`config.mk`:
```
export PLATFORM = sky130hd
export DESIGN_NAME = spi_byte_master_flat
export DESIGN_NICKNAME = d
export VERILOG_FILES = /design/src/rtl/spi_byte_master_if.sv /design/src/rtl/spi_byte_master.sv /design/src/flat_wrapper.sv
export SDC_FILE = /design/constraint.sdc
export NUM_CORES = 1
export LEC_CHECK = 0
export CORE_AREA = 2 2 66 68
export DETAILED_ROUTE_END_ITERATION = 7
export DIE_AREA = 0 0 68 70
export HOLD_SLACK_MARGIN = 0.1
export PLACE_DENSITY = 0.82
export SKIP_LAST_GASP = 1
export SLEW_MARGIN = 40
export SYNTH_ARGS = -nofsm -noshare
export SYNTH_HDL_FRONTEND = slang
export SYNTH_SLANG_ARGS = --single-unit
```
`constraint.sdc`:
```
create_clock -name clk -period 2.27 [get_ports clk]
set_clock_uncertainty 0.2 [all_clocks]
set_input_delay 0.227 -clock clk [delete_from_list [all_inputs] [get_ports clk]]
set_output_delay 0.227 -clock clk [all_outputs]
set_load 0.01 [all_outputs]
```
`src/rtl/spi_byte_master_if.sv`:
```
// Sequencer-side handshake for the SPI byte master.
// master: command sequencer; slave: spi_byte_master.
interface spi_byte_master_if;
  logic       start;
  logic [7:0] tx_data;
  logic       cs_hold;
  logic       cs_release;
  logic       busy;
  logic       done;
  logic [7:0] rx_data;

  modport master (
    output start, tx_data, cs_hold, cs_release,
    input  busy, done, rx_data
  );

  modport slave (
    input  start, tx_data, cs_hold, cs_release,
    output busy, done, rx_data
  );
endinterface

```
`src/rtl/spi_byte_master.sv`:
```
// SPI mode-0 byte master with chip-select framing.
// Ports: clk, rst_l, bus (handshake), sck/mosi/cs_l out, miso in.
module spi_byte_master #(
  parameter int unsigned CLK_DIV = 2
) (
  input  logic              clk,
  input  logic              rst_l,
  spi_byte_master_if.slave  bus,
  output logic              sck,
  output logic              mosi,
  input  logic              miso,
  output logic              cs_l
);

  localparam logic [7:0] HM1 = 8'(CLK_DIV - 1);

  typedef enum logic [2:0] {
    IDLE, SETUP, HIGH, LOW, TAIL
  } state_t;

  state_t     state_q, state_d;
  logic [7:0] cnt_q, cnt_d;
  logic [2:0] bit_q, bit_d;
  logic [7:0] tx_q, tx_d;
  logic [7:0] rx_q, rx_d;
  logic [7:0] rxo_q, rxo_d;
  logic       hold_q, hold_d;
  logic       busy_q, busy_d;
  logic       done_q, done_d;
  logic       sck_q, sck_d;
  logic       mosi_q, mosi_d;
  logic       cs_l_q, cs_l_d;

  always_comb begin
    state_d = state_q;
    cnt_d   = cnt_q;
    bit_d   = bit_q;
    tx_d    = tx_q;
    rx_d    = rx_q;
    rxo_d   = rxo_q;
    hold_d  = hold_q;
    busy_d  = busy_q;
    done_d  = 1'b0;
    sck_d   = sck_q;
    mosi_d  = mosi_q;
    cs_l_d  = cs_l_q;
    if (state_q != IDLE && cnt_q != 8'd0)
      cnt_d = cnt_q - 8'd1;
    unique case (state_q)
      IDLE: begin
        if (bus.start) begin
          state_d = SETUP;
          cnt_d   = HM1;
          bit_d   = 3'd0;
          tx_d    = bus.tx_data;
          hold_d  = bus.cs_hold;
          busy_d  = 1'b1;
          cs_l_d  = 1'b0;
          mosi_d  = bus.tx_data[7];
        end else if (bus.cs_release) begin
          cs_l_d = 1'b1;
        end
      end
      SETUP: begin
        if (cnt_q == 8'd0) begin
          state_d = HIGH;
          cnt_d   = HM1;
          sck_d   = 1'b1;
        end
      end
      HIGH: begin
        if (cnt_q == 8'd0) begin
          // sample on the edge that drops sck
          rx_d  = {rx_q[6:0], miso};
          cnt_d = HM1;
          sck_d = 1'b0;
          if (bit_q == 3'd7) begin
            state_d = TAIL;
          end else begin
            state_d = LOW;
            bit_d   = bit_q + 3'd1;
            mosi_d  = tx_q[6];
            tx_d    = {tx_q[6:0], 1'b0};
          end
        end
      end
      LOW: begin
        if (cnt_q == 8'd0) begin
          state_d = HIGH;
          cnt_d   = HM1;
          sck_d   = 1'b1;
        end
      end
      TAIL: begin
        if (cnt_q == 8'd0) begin
          state_d = IDLE;
          cnt_d   = 8'd0;
          done_d  = 1'b1;
          busy_d  = 1'b0;
          rxo_d   = rx_q;
          cs_l_d  = ~hold_q;
        end
      end
      default: state_d = IDLE;
    endcase
  end

  always_ff @(posedge clk) begin
    if (!rst_l) begin
      state_q <= IDLE;
      cnt_q   <= 8'd0;
      bit_q   <= 3'd0;
      tx_q    <= 8'd0;
      rx_q    <= 8'd0;
      rxo_q   <= 8'd0;
      hold_q  <= 1'b0;
      busy_q  <= 1'b0;
      done_q  <= 1'b0;
      sck_q   <= 1'b0;
      mosi_q  <= 1'b0;
      cs_l_q  <= 1'b1;
    end else begin
      state_q <= state_d;
      cnt_q   <= cnt_d;
      bit_q   <= bit_d;
      tx_q    <= tx_d;
      rx_q    <= rx_d;
      rxo_q   <= rxo_d;
      hold_q  <= hold_d;
      busy_q  <= busy_d;
      done_q  <= done_d;
      sck_q   <= sck_d;
      mosi_q  <= mosi_d;
      cs_l_q  <= cs_l_d;
    end
  end

  assign bus.busy    = busy_q;
  assign bus.done    = done_q;
  assign bus.rx_data = rxo_q;
  assign sck         = sck_q;
  assign mosi        = mosi_q;
  assign cs_l        = cs_l_q;

endmodule

```
`src/flat_wrapper.sv`:
```
// flat-port wrapper written by rule: the top's interface ports become plain ports
module spi_byte_master_flat 
#(
  parameter int unsigned CLK_DIV = 2
)
  (clk, rst_l, sck, mosi, miso, cs_l, bus_start, bus_tx_data, bus_cs_hold, bus_cs_release, bus_busy, bus_done, bus_rx_data);
  spi_byte_master_if bus_i ();
  input  logic clk;
  input  logic rst_l;
  output logic sck;
  output logic mosi;
  input  logic miso;
  output logic cs_l;
  input wire logic [$bits(bus_i.start)-1:0] bus_start;
  input wire logic [$bits(bus_i.tx_data)-1:0] bus_tx_data;
  input wire logic [$bits(bus_i.cs_hold)-1:0] bus_cs_hold;
  input wire logic [$bits(bus_i.cs_release)-1:0] bus_cs_release;
  output wire logic [$bits(bus_i.busy)-1:0] bus_busy;
  output wire logic [$bits(bus_i.done)-1:0] bus_done;
  output wire logic [$bits(bus_i.rx_data)-1:0] bus_rx_data;
  assign bus_i.start = bus_start;
  assign bus_i.tx_data = bus_tx_data;
  assign bus_i.cs_hold = bus_cs_hold;
  assign bus_i.cs_release = bus_cs_release;
  assign bus_busy = bus_i.busy;
  assign bus_done = bus_i.done;
  assign bus_rx_data = bus_i.rx_data;
  spi_byte_master #(.CLK_DIV(CLK_DIV)) u_core (.clk(clk), .rst_l(rst_l), .bus(bus_i), .sck(sck), .mosi(mosi), .miso(miso), .cs_l(cs_l));
endmodule
```
==> flow_summary.toml <==
[setup_path]
path_buf_inv = 3
crit_arrival_ps = 2140
cpPeakStageDelay_ps = 490
crit_slowest_cell = "or3b_2"
cp_top_family = "simple AND/OR/NAND/NOR gates"
worstSetupPathType = "reg2reg"
worstSetupStartpointType = "flop"
crit_path_end_kind = "flop"
crit_required_ps = 2300
crit_path_max_fanout = 8
crit_chain = "inv_1, ha_1, or3b_2, nor4_4, buf_6, buf_12, nand3b_1, o21ai_1"

[floorplanning]
fp.dieH_um = 70
die-area_um2 = 4760
core_um2 = 4144
initial_core_util_pct = 46.92
die_w_um = 68
num_rows = 24
ios = 27

[detailed_routing]
vias = 1596
drcViolationCount = 0
drtPass1Iterations = 5
avgRoutedWirePerCell_um = 14.09
routed_via_density = 5.542
drt_iter0_drc = 103
drt-total-wl_um = 4059
ant_nets = 0

[logic_synthesis]
synth_area_leaders = "dfxtp_1, mux2i_1, nor2_1"
synth_fp_nets = 221
yosysMostFrequentCell = "dfxtp_1"
yosysSeqAreaShare_pct = 44.27
syn_area_per_cell_um2 = 9.578
yosysWarnings = 0
synthFlopType = "dfxtp_1"
netlist.area_leader.share_pct = 44.27
synth-seq-cells = 43
syn_inst = 203
post-synth-top-area-cell = "dfxtp_1"
mappedNetlistArea_um2 = 1944
synth_cell_type_count = 43
async_flop_share_pct = 0
yosys-top-cells-count = "dfxtp_1, nor2_1, mux2i_1"
synth_edf_count = 0

[sta]
holdWs_ps = 262.2
period_minus_slack_ps = 2109
final-setup-viol-count = 0
fin_crit_sh_pct = 92.92
slew_headroom_pct = 62.45
rsz0062_at_grt = "no"
hold_violations = 0
max_freq_ghz = 0.4741
tightest_slew_ps = 559.1
fin_tns_setup_ps = 0
maxSlewViolCount = 0

[clocking]
clockRootBuffer = "clkbuf_8"
clock-sinks = 43
cts_tree = "done"
cts_max_path_buffers = 2
holdBufCountCts = 0
clk_pin_slew_ps = 80
insertion_delay_ps = 300
cts_buffers = 5
h-tree-depth = 2

[place]
gp_congestion = 0.8907
portBuffers = 26
dp_hpwl_um = 2823
dp_cells = 279

[finish]
n_antenna_cell = 0
instances_no_fill = 288
nets = 253
layout-drive-gt1-share_pct = 13.14
syn_to_final_growth_pct = 23.17
final_util_pct = 57.79

[grt]
grt_pass1_vias = 1527
track_usage_pct = 18.30
grt_max_degree = 15
antenna_found_initial = 0
grt-ovfl-total = 0
grt_pass1_wl_um = 6748

[power]
leakage_uw = 0.001024
ir_drop_v = 0.0004206
p_per_area_nw_per_um2 = 926.8
power.total_uw = 2220

[job]
cap_violations = 0

[hold_path]
hold_path.class = "reg2reg"

[status]
outcome = "completed"
[kinds of logic after synthesis]
kind of cell | Yosys count | synth area share, %
XOR/XNOR | 3 | 1.352
multiplexers | 24 | 12.36
buffers and inverters | 17 | 4.568
AND/OR/NAND/NOR | 77 | 21.75
flip-flops | 43 | 44.27
AO/OA/AOI/OAI | 35 | 13.13
adder cells (fa/ha/maj) | 4 | 2.574
[flip-flops by register name (all words and copies together) (netlist names)]
register            count
u_core.bus.rx_data      8
u_core.mosi             1
u_core.bus.done         1
u_core.bit_q            3
u_core.sck              1
u_core.bus.busy         1
u_core.state_q          3
u_core.hold_q           1
u_core.rx_q             8
u_core.cs_l             1
u_core.cnt_q            8
u_core.tx_q             7
[cells in the final DEF (no fill, tap or decap), types with 2 or more instances in the layout]
| master | n |
|---|---|
| a311oi_1 | 2 |
| nand4_1 | 3 |
| mux2i_1 | 24 |
| a211oi_1 | 5 |
| inv_1 | 4 |
| nor2_1 | 27 |
| nor3b_1 | 3 |
| nor4_4 | 2 |
| o21ai_0 | 3 |
| nor3_1 | 11 |
| o21ai_1 | 4 |
| ha_1 | 4 |
| nand2_1 | 8 |
| a21oi_1 | 6 |
| o211ai_1 | 2 |
| buf_4 | 10 |
| nand3b_1 | 2 |
| xnor2_1 | 2 |
| nand3_1 | 9 |
| a211oi_2 | 3 |
| dfxtp_1 | 43 |
| clkbuf_8 | 5 |
| clkdlybuf4s50_1 | 26 |
| or3_1 | 3 |
| o31ai_1 | 2 |
| a2111oi_0 | 2 |
[cell type report]
| type | instances | area, um^2 |
|---|---|---|
| Clock inverter | 2 | 12.51 |
| Sequential cell | 43 | 860.8 |
| Timing Repair Buffer | 38 | 366.6 |
| Tap cell | 52 | 65.06 |
| Inverter | 4 | 15.01 |
| Clock buffer | 6 | 72.57 |
| Fill cell | 370 | 1749 |
| Multi-Input combinational cell | 143 | 1002 |
[repair_timing]
action                                 in CTS  in global routing
gates resized for setup                     0                  2
endpoints found under the hold margin       0                  0
buffers inserted                            0                  1
setup endpoints to repair                   0                  3
[routing by layer]
| metal | part of all wire [%] | global-route usage, % | vias to the layer above | routed length (um) |
|---|---|---|---|---|
| li1 | - | - | 800 | - |
| met1 | 44 | 23.13 | 743 | 1798 |
| met3 | 5.5 | 4.670 | 11 | 224 |
| met2 | 47 | 28.48 | 42 | 1928 |
| met4 | 2.7 | 8.889 | 0 | 108 |
| met5 | 0 | 0 | - | 0 |
[worst min-delay path: cells and delay by family, from the launching register on]
kind               cells  cell delay (ps)
AOI/OAI and AO/OA      1               50
DFF                    1              320
and+or+nand+nor        1               50
[where the power goes]
| group | switching [uW] | leakage (uW) | total [uW] | internal [uW] |
|---|---|---|---|---|
| Combinational | 430 | 0.000633 | 807 | 377 |
| Clock | 259 | 0.0000412 | 474 | 215 |
| Sequential | 92.0 | 0.000350 | 938 | 846 |
| Total | 781 | 0.00102 | 2220 | 1440 |
[metrics by stage]
step / area (um^2) / setup WS [ps]
2_1_floorplan: 1944 / 213.5
3_3_place_gp: 2278 / 192.6
3_5_place_dp: 2278 / 128.7
4_1_cts: 2364 / 115.8
5_1_grt: 2395 / 11.52
6_report: 2395 / 160.7
[worst paths after layout]
check                           depth (start not counted)              end  slack, ps             from
worst max-delay path                                    8  u_core.bit_q[0]        160  u_core.cnt_q[0]
worst min-delay path                                    2   u_core.tx_q[0]        260   u_core.tx_q[0]
worst max register to register                          8  u_core.bit_q[0]        160  u_core.cnt_q[0]
worst min register to register                          2   u_core.tx_q[0]        260   u_core.tx_q[0]
Note: power is estimated with default switching activity, not from simulation.
==> RTL change 1: new RTL, same flow settings <==
`tx_q` no longer has a reset.
--- a/src/rtl/spi_byte_master.sv
+++ b/src/rtl/spi_byte_master.sv
@@ -111,5 +111,4 @@
       cnt_q   <= 8'd0;
       bit_q   <= 3'd0;
-      tx_q    <= 8'd0;
       rx_q    <= 8'd0;
       rxo_q   <= 8'd0;
@@ -124,5 +123,4 @@
       cnt_q   <= cnt_d;
       bit_q   <= bit_d;
-      tx_q    <= tx_d;
       rx_q    <= rx_d;
       rxo_q   <= rxo_d;
@@ -136,4 +134,8 @@
   end
 
+  always_ff @(posedge clk) begin
+    tx_q <= tx_d;
+  end
+
   assign bus.busy    = busy_q;
   assign bus.done    = done_q;
Function: no difference found for any inputs over 10 cycles, from zero or initial values and one cycle with rst_l low; that may be too few to reach the edited logic, so the function may still have changed.
==> RTL change 1 against the original RTL <==
- design area grew 1.1%
- critical endpoint is now u_core.mosi
- largest cell class unchanged
- sequential share of layout area increased by 2.5 points
- global-route usage shrank 0.77 points
- sequential cell count stayed put
- routed wire length down 2.7%
- power rose by 31%
- area after synthesis rose by 0.32%
- setup slack lost 27 ps
==> RTL change 1: results (changes against the original RTL) <==
[outcome]
outcome = complete, no violations  ; unchanged

[drt]
met1_length_microns = 1860  ; was 1798 microns
drtPass1Iterations = 4  ; was 5
via_count = 1573  ; was 1596
totalWireLength_microns = 3950  ; was 4059 microns
top_layer = met4  ; unchanged
wl_met2_microns = 1831  ; was 1928 microns
met3WireLength_microns = 200  ; was 224 microns
first_iter_violations = 123  ; was 103

[cts]
clk-insertion-delay-late_ps = 300  ; about the same
ctsResizeCount = 0  ; unchanged
cts_buffer_depth = 2  ; unchanged
post_cts_buffers = 0  ; unchanged
numCtsBuffers = 5  ; unchanged
htreeDepth = 2  ; unchanged
hold_buffers = 0  ; unchanged
cts_root_buf = clkbuf_8  ; unchanged
clk_pin_slew_ps = 80  ; about the same

[yosys]
synthArstFlopShare_pct = 0  ; unchanged
synth.mux.area_fraction_pct = 9.622  ; was 12.36%
ys_types = 49  ; was 43
ys_warn_count = 0  ; unchanged
syn-num-nets = 216  ; was 221
synth-compound-area-share_pct = 13.92  ; was 13.13%
yosys-top-cells-area = dfxtp_1, edfxtp_1, mux2i_1  ; was dfxtp_1, mux2i_1, nor2_1
synth-edff-count = 7  ; was 0
yosysSeqAreaShare_pct = 47.72  ; was 44.27%
synth_xor_area_share_pct = 1.347  ; was 1.351%
yosys.area_share.adder_pct = 2.566  ; was 2.574%
synth_common_cells = dfxtp_1, nor2_1, a21oi_1, mux2i_1, nand2_1  ; was dfxtp_1, nor2_1, mux2i_1, nor3_1, nand3_1

[global_route]
grt.total_usage_pct = 17.53  ; was 18.30%
grt_max_degree = 28  ; was 15
first_global_vias = 1475  ; was 1527
grt_pass1_wl_microns = 6423  ; was 6748 microns
antenna_found_initial = 0  ; unchanged
grt-ovfl-total = 0  ; unchanged

[setup_path]
critPathSlowestCell = or3b_2  ; unchanged
max_stage_delay_ps = 510  ; was 490 ps
cp.arrival_ps = 2160  ; was 2140 ps
critPathTopFamily = compound AO/OA/AOI/OAI gates  ; was simple AND/OR/NAND/NOR gates
ff2ff_path_depth = 6  ; was 8
crit_fanout = 5  ; was 8

[place]
port_buffers = 26  ; unchanged
pre_cts_ws_ps = 170.1  ; was 128.7 ps
gp_congestion = 0.7693  ; was 0.8907
place_hpwl_microns = 2656  ; was 2823 microns

[sta]
relSlewSlack_pct = 67.05  ; was 62.45%
setup_violations = 0  ; unchanged

[cells_and_area]
fin_nets = 250  ; was 253
n_fill_cell = 373  ; was 370
layout-drive-gt1-share_pct = 17.60  ; was 13.14%
antenna_cells_inserted = 0  ; unchanged

[power]
p_leak_nw = 0.9289  ; was 1.024 nW
max-vdd-ir-drop_v = 0.0006457  ; was 0.0004206 V

[hold_path]
hold_path_depth = 2  ; unchanged
hold_class = flop to flop  ; unchanged

RTL change 1: changes by cell type after synthesis, moves of 3 or more:
cell,unedited run,this run
nor3_1,11,4
nand2_1,8,12
dfxtp_1,43,36
mux2i_1,24,12
mux2_2,0,6
edfxtp_1,0,7
a211oi_1,5,2
a21oi_1,6,17
nor2_1,27,24
o21ai_0,3,6
o21ai_1,4,0
RTL change 1: through the flow:
stage	power [mW]	instances	cell area (sq um)	hold WS [ps]	utilization, %
2_1_floorplan	1.968	198	1951	174.2	-
3_3_place_gp	2.331	277	2315	247.0	55.86
3_5_place_dp	2.354	277	2315	248.7	55.86
4_1_cts	2.925	285	2422	260.6	58.45
5_1_grt	3.078	285	2422	301.9	58.45
6_report	2.917	285	2422	259.5	58.45
RTL change 1: worst paths after layout:
path	start	to	slack [ps]
worst max register to register	u_core.cnt_q[0]	u_core.mosi	130
worst max-delay path	u_core.cnt_q[0]	u_core.mosi	130
worst min-delay path	u_core.rx_q[7]	u_core.rx_q[7]	260
worst min register to register	u_core.rx_q[7]	u_core.rx_q[7]	260
RTL change 1: cell type report:
cell class                      instances  share of cell area (%)
Clock buffer                            6                   3.874
Clock inverter                          2                  0.5682
Inverter                                5                  0.7748
Multi-Input combinational cell        140                   39.51
Sequential cell                        43                   38.43
Tap cell                               52                   2.686
Timing Repair Buffer                   37                   14.15
RTL change 1: worst reg2reg max path, delay by kind of cell, from the launching register on:
family          cells  cell delay (ps)
compound gates      3              700
simple gates        1              510
flops               1              350
fa+ha+maj           1              190
buf+inv             1              110
RTL change 1: cells by family (layout without fill, tap and decap cells):
group / after synthesis / after routing
buf+inv: 15 / 50
fa+ha+maj: 4 / 4
compound gates: 39 / 39
mux: 18 / 18
xor+xnor: 3 / 3
simple gates: 76 / 76
flops: 43 / 43
RTL change 1: per-layer routing:
layer  vias to the layer above  track usage [%]
met3                         6            5.475
met4                         0            5.333
met2                        40            28.37
met5                         -                0
li1                        783                -
met1                       744            22.00
RTL change 1: power breakdown:
part / total, mW / switching [mW] / leakage [nW] / internal [mW]
registers: 1.10 / 0.153 / 0.359 / 0.942
clock network: 0.551 / 0.268 / 0.0563 / 0.283
logic: 1.27 / 0.709 / 0.514 / 0.561
total: 2.92 / 1.13 / 0.929 / 1.79
==> RTL change 2: new RTL, config.mk and constraints unchanged <==
Made on the original files. Register the input `miso` before use. The logic sees it one clock later. The other inputs are not delayed to match.
--- a/src/rtl/spi_byte_master.sv
+++ b/src/rtl/spi_byte_master.sv
@@ -18,4 +18,10 @@
     IDLE, SETUP, HIGH, LOW, TAIL
   } state_t;
+
+  logic miso_q;
+
+  always_ff @(posedge clk) begin
+    miso_q <= miso;
+  end
 
   state_t     state_q, state_d;
@@ -72,5 +78,5 @@
         if (cnt_q == 8'd0) begin
           // sample on the edge that drops sck
-          rx_d  = {rx_q[6:0], miso};
+          rx_d  = {rx_q[6:0], miso_q};
           cnt_d = HM1;
           sck_d = 1'b0;
Function: same outputs for any inputs over 10 cycles, from zero or initial values and one cycle with rst_l low; that may be too few to reach the edited logic, so the function may still have changed.
==> RTL change 2 against the original RTL <==
- critical path depth down 2
- sequential power up 2%
- routed wire length up 3.6%
- setup slack worse by 52 ps
- design area up 0.89%
- sequential cell count up 1
- synthesized cell count up 4.9%
- die area unchanged
- area after synthesis down 1.0%
- combinational power about the same
- power up 7.2%
- non-clock buffer count up 1
==> RTL change 2: results (changes against the original RTL) <==
[place]
port_buffers = 26  ; unchanged
place_hpwl_microns = 2898  ; was 2823 microns
gp_congestion = 0.8189  ; was 0.8907

[cells_and_area]
layout-drive-gt1-share_pct = 11.38  ; was 13.14%
fin_nets = 263  ; was 253
n_fill_cell = 359  ; was 370

[outcome]
outcome = complete, no violations  ; unchanged

[hold_path]
holdCritStartpoint = miso  ; was u_core.tx_q[0]
hold_class = primary input to flop  ; was flop to flop
holdPathEnd = u_core.miso_q  ; was u_core.tx_q[0]
hold_path_depth = 1  ; was 2

[global_route]
grt_pass1_wl_microns = 6796  ; was 6748 microns
grt.total_usage_pct = 18.72  ; was 18.30%
antenna_found_initial = 0  ; unchanged
grt_max_degree = 32  ; was 15
first_global_vias = 1480  ; was 1527

[yosys]
ys_types = 41  ; was 43
yosysSeqAreaShare_pct = 45.77  ; was 44.27%
synth_ff_type = dfxtp_1  ; unchanged
yosys-top-cells-area = dfxtp_1, mux2i_1, a21oi_1  ; was dfxtp_1, mux2i_1, nor2_1
synth_common_cells = dfxtp_1, a21oi_1, nor2_1, nand2_1, mux2i_1  ; was dfxtp_1, nor2_1, mux2i_1, nor3_1, nand3_1
syn-num-nets = 231  ; was 221

[power]
max-vdd-ir-drop_v = 0.0005077  ; was 0.0004206 V
p_leak_nw = 0.9300  ; was 1.024 nW

[cts]
numCtsBuffers = 5  ; unchanged

[setup_path]
ff2ff_path_depth = 6  ; was 8
critPathSlowestCell = or3b_2  ; unchanged
crit_fanout = 11  ; was 8
rrSetupSlack_ps = 110  ; was 160 ps

[drt]
first_iter_violations = 163  ; was 103
drtPass1Iterations = 4  ; was 5
via_count = 1669  ; was 1596
wl_per_cell_microns = 14.11  ; was 14.09 microns

[sta]
tightest_slew_ps = 540.4  ; was 559.1 ps
whs_ps = 156.9  ; was 262.2 ps
period_share_pct = 95.21  ; was 92.92%

[RTL change 2: worst max-delay path by stage]
stage	from	end	slack, ps
2_1_floorplan	u_core.cnt_q[0]	u_core.cnt_q[1]	120
3_3_place_gp	bus_start	u_core.bit_q[1]	220
3_5_place_dp	u_core.cnt_q[0]	u_core.cnt_q[1]	130
4_1_cts	u_core.cnt_q[0]	u_core.cnt_q[1]	120
5_1_grt	u_core.cnt_q[0]	u_core.bit_q[0]	7
6_report	u_core.cnt_q[0]	u_core.bit_q[0]	110
[RTL change 2: routing by layer]
layer / vias up / track usage [%] / share of wire (%)
met5: - / 0 / 0
met4: 0 / 8.444 / 1.8
met3: 6 / 4.831 / 4.4
met2: 39 / 29.23 / 49
met1: 796 / 23.80 / 45
li1: 828 / - / -
[RTL change 2: timing repair]
action,4_1_cts,5_1_grt
endpoints found under the setup margin,0,2
endpoints found under the hold margin,0,0
hold buffers,0,0
resized for setup,0,1
[RTL change 2: logic make-up after synthesis]
logic type / share of synthesized area, %
buffers and inverters: 3.836
adders and majority gates: 2.601
and+or+nand+nor: 20.68
muxes: 8.842
xor gates and xnor gates: 1.366
DFF: 45.77
AOI/OAI and AO/OA: 16.91
[RTL change 2: layout make-up]
class                      instances  area share, %
multi-input combinational        152          40.81
clock inverter                     3          1.916
clock buffer                       5          2.848
inverter                           3         0.4661
sequential                        44          36.46
tap                               52          2.693
timing repair buffer              39          14.81
[RTL change 2: where the power goes]
group	switching [mW]	total, mW	internal (mW)
combinational	0.453	0.807	0.354
sequential	0.0940	0.957	0.863
clock	0.284	0.615	0.331
[RTL change 2: through the flow]
| stage | area [sq um] | power (mW) | cells | setup slack, ps | util, % |
|---|---|---|---|---|---|
| after floorplan | 1924 | 1.499 | 213 | 117.1 | - |
| after global placement | 2295 | 1.739 | 290 | 221.3 | 55.37 |
| after detailed placement | 2295 | 1.757 | 290 | 129.0 | 55.37 |
| after CTS | 2410 | 2.375 | 298 | 121.9 | 58.15 |
| after global routing | 2416 | 2.514 | 298 | 7.011 | 58.30 |
| final | 2416 | 2.380 | 298 | 108.7 | 58.30 |
[RTL change 2: worst register-to-register path, cell delays in order, from the launching register on]
cell     delay, ps
dfxtp_1        350
inv_1          100
ha_1           200
or3b_2         500
o21ai_2        140
and2_1         380
o22ai_1        170
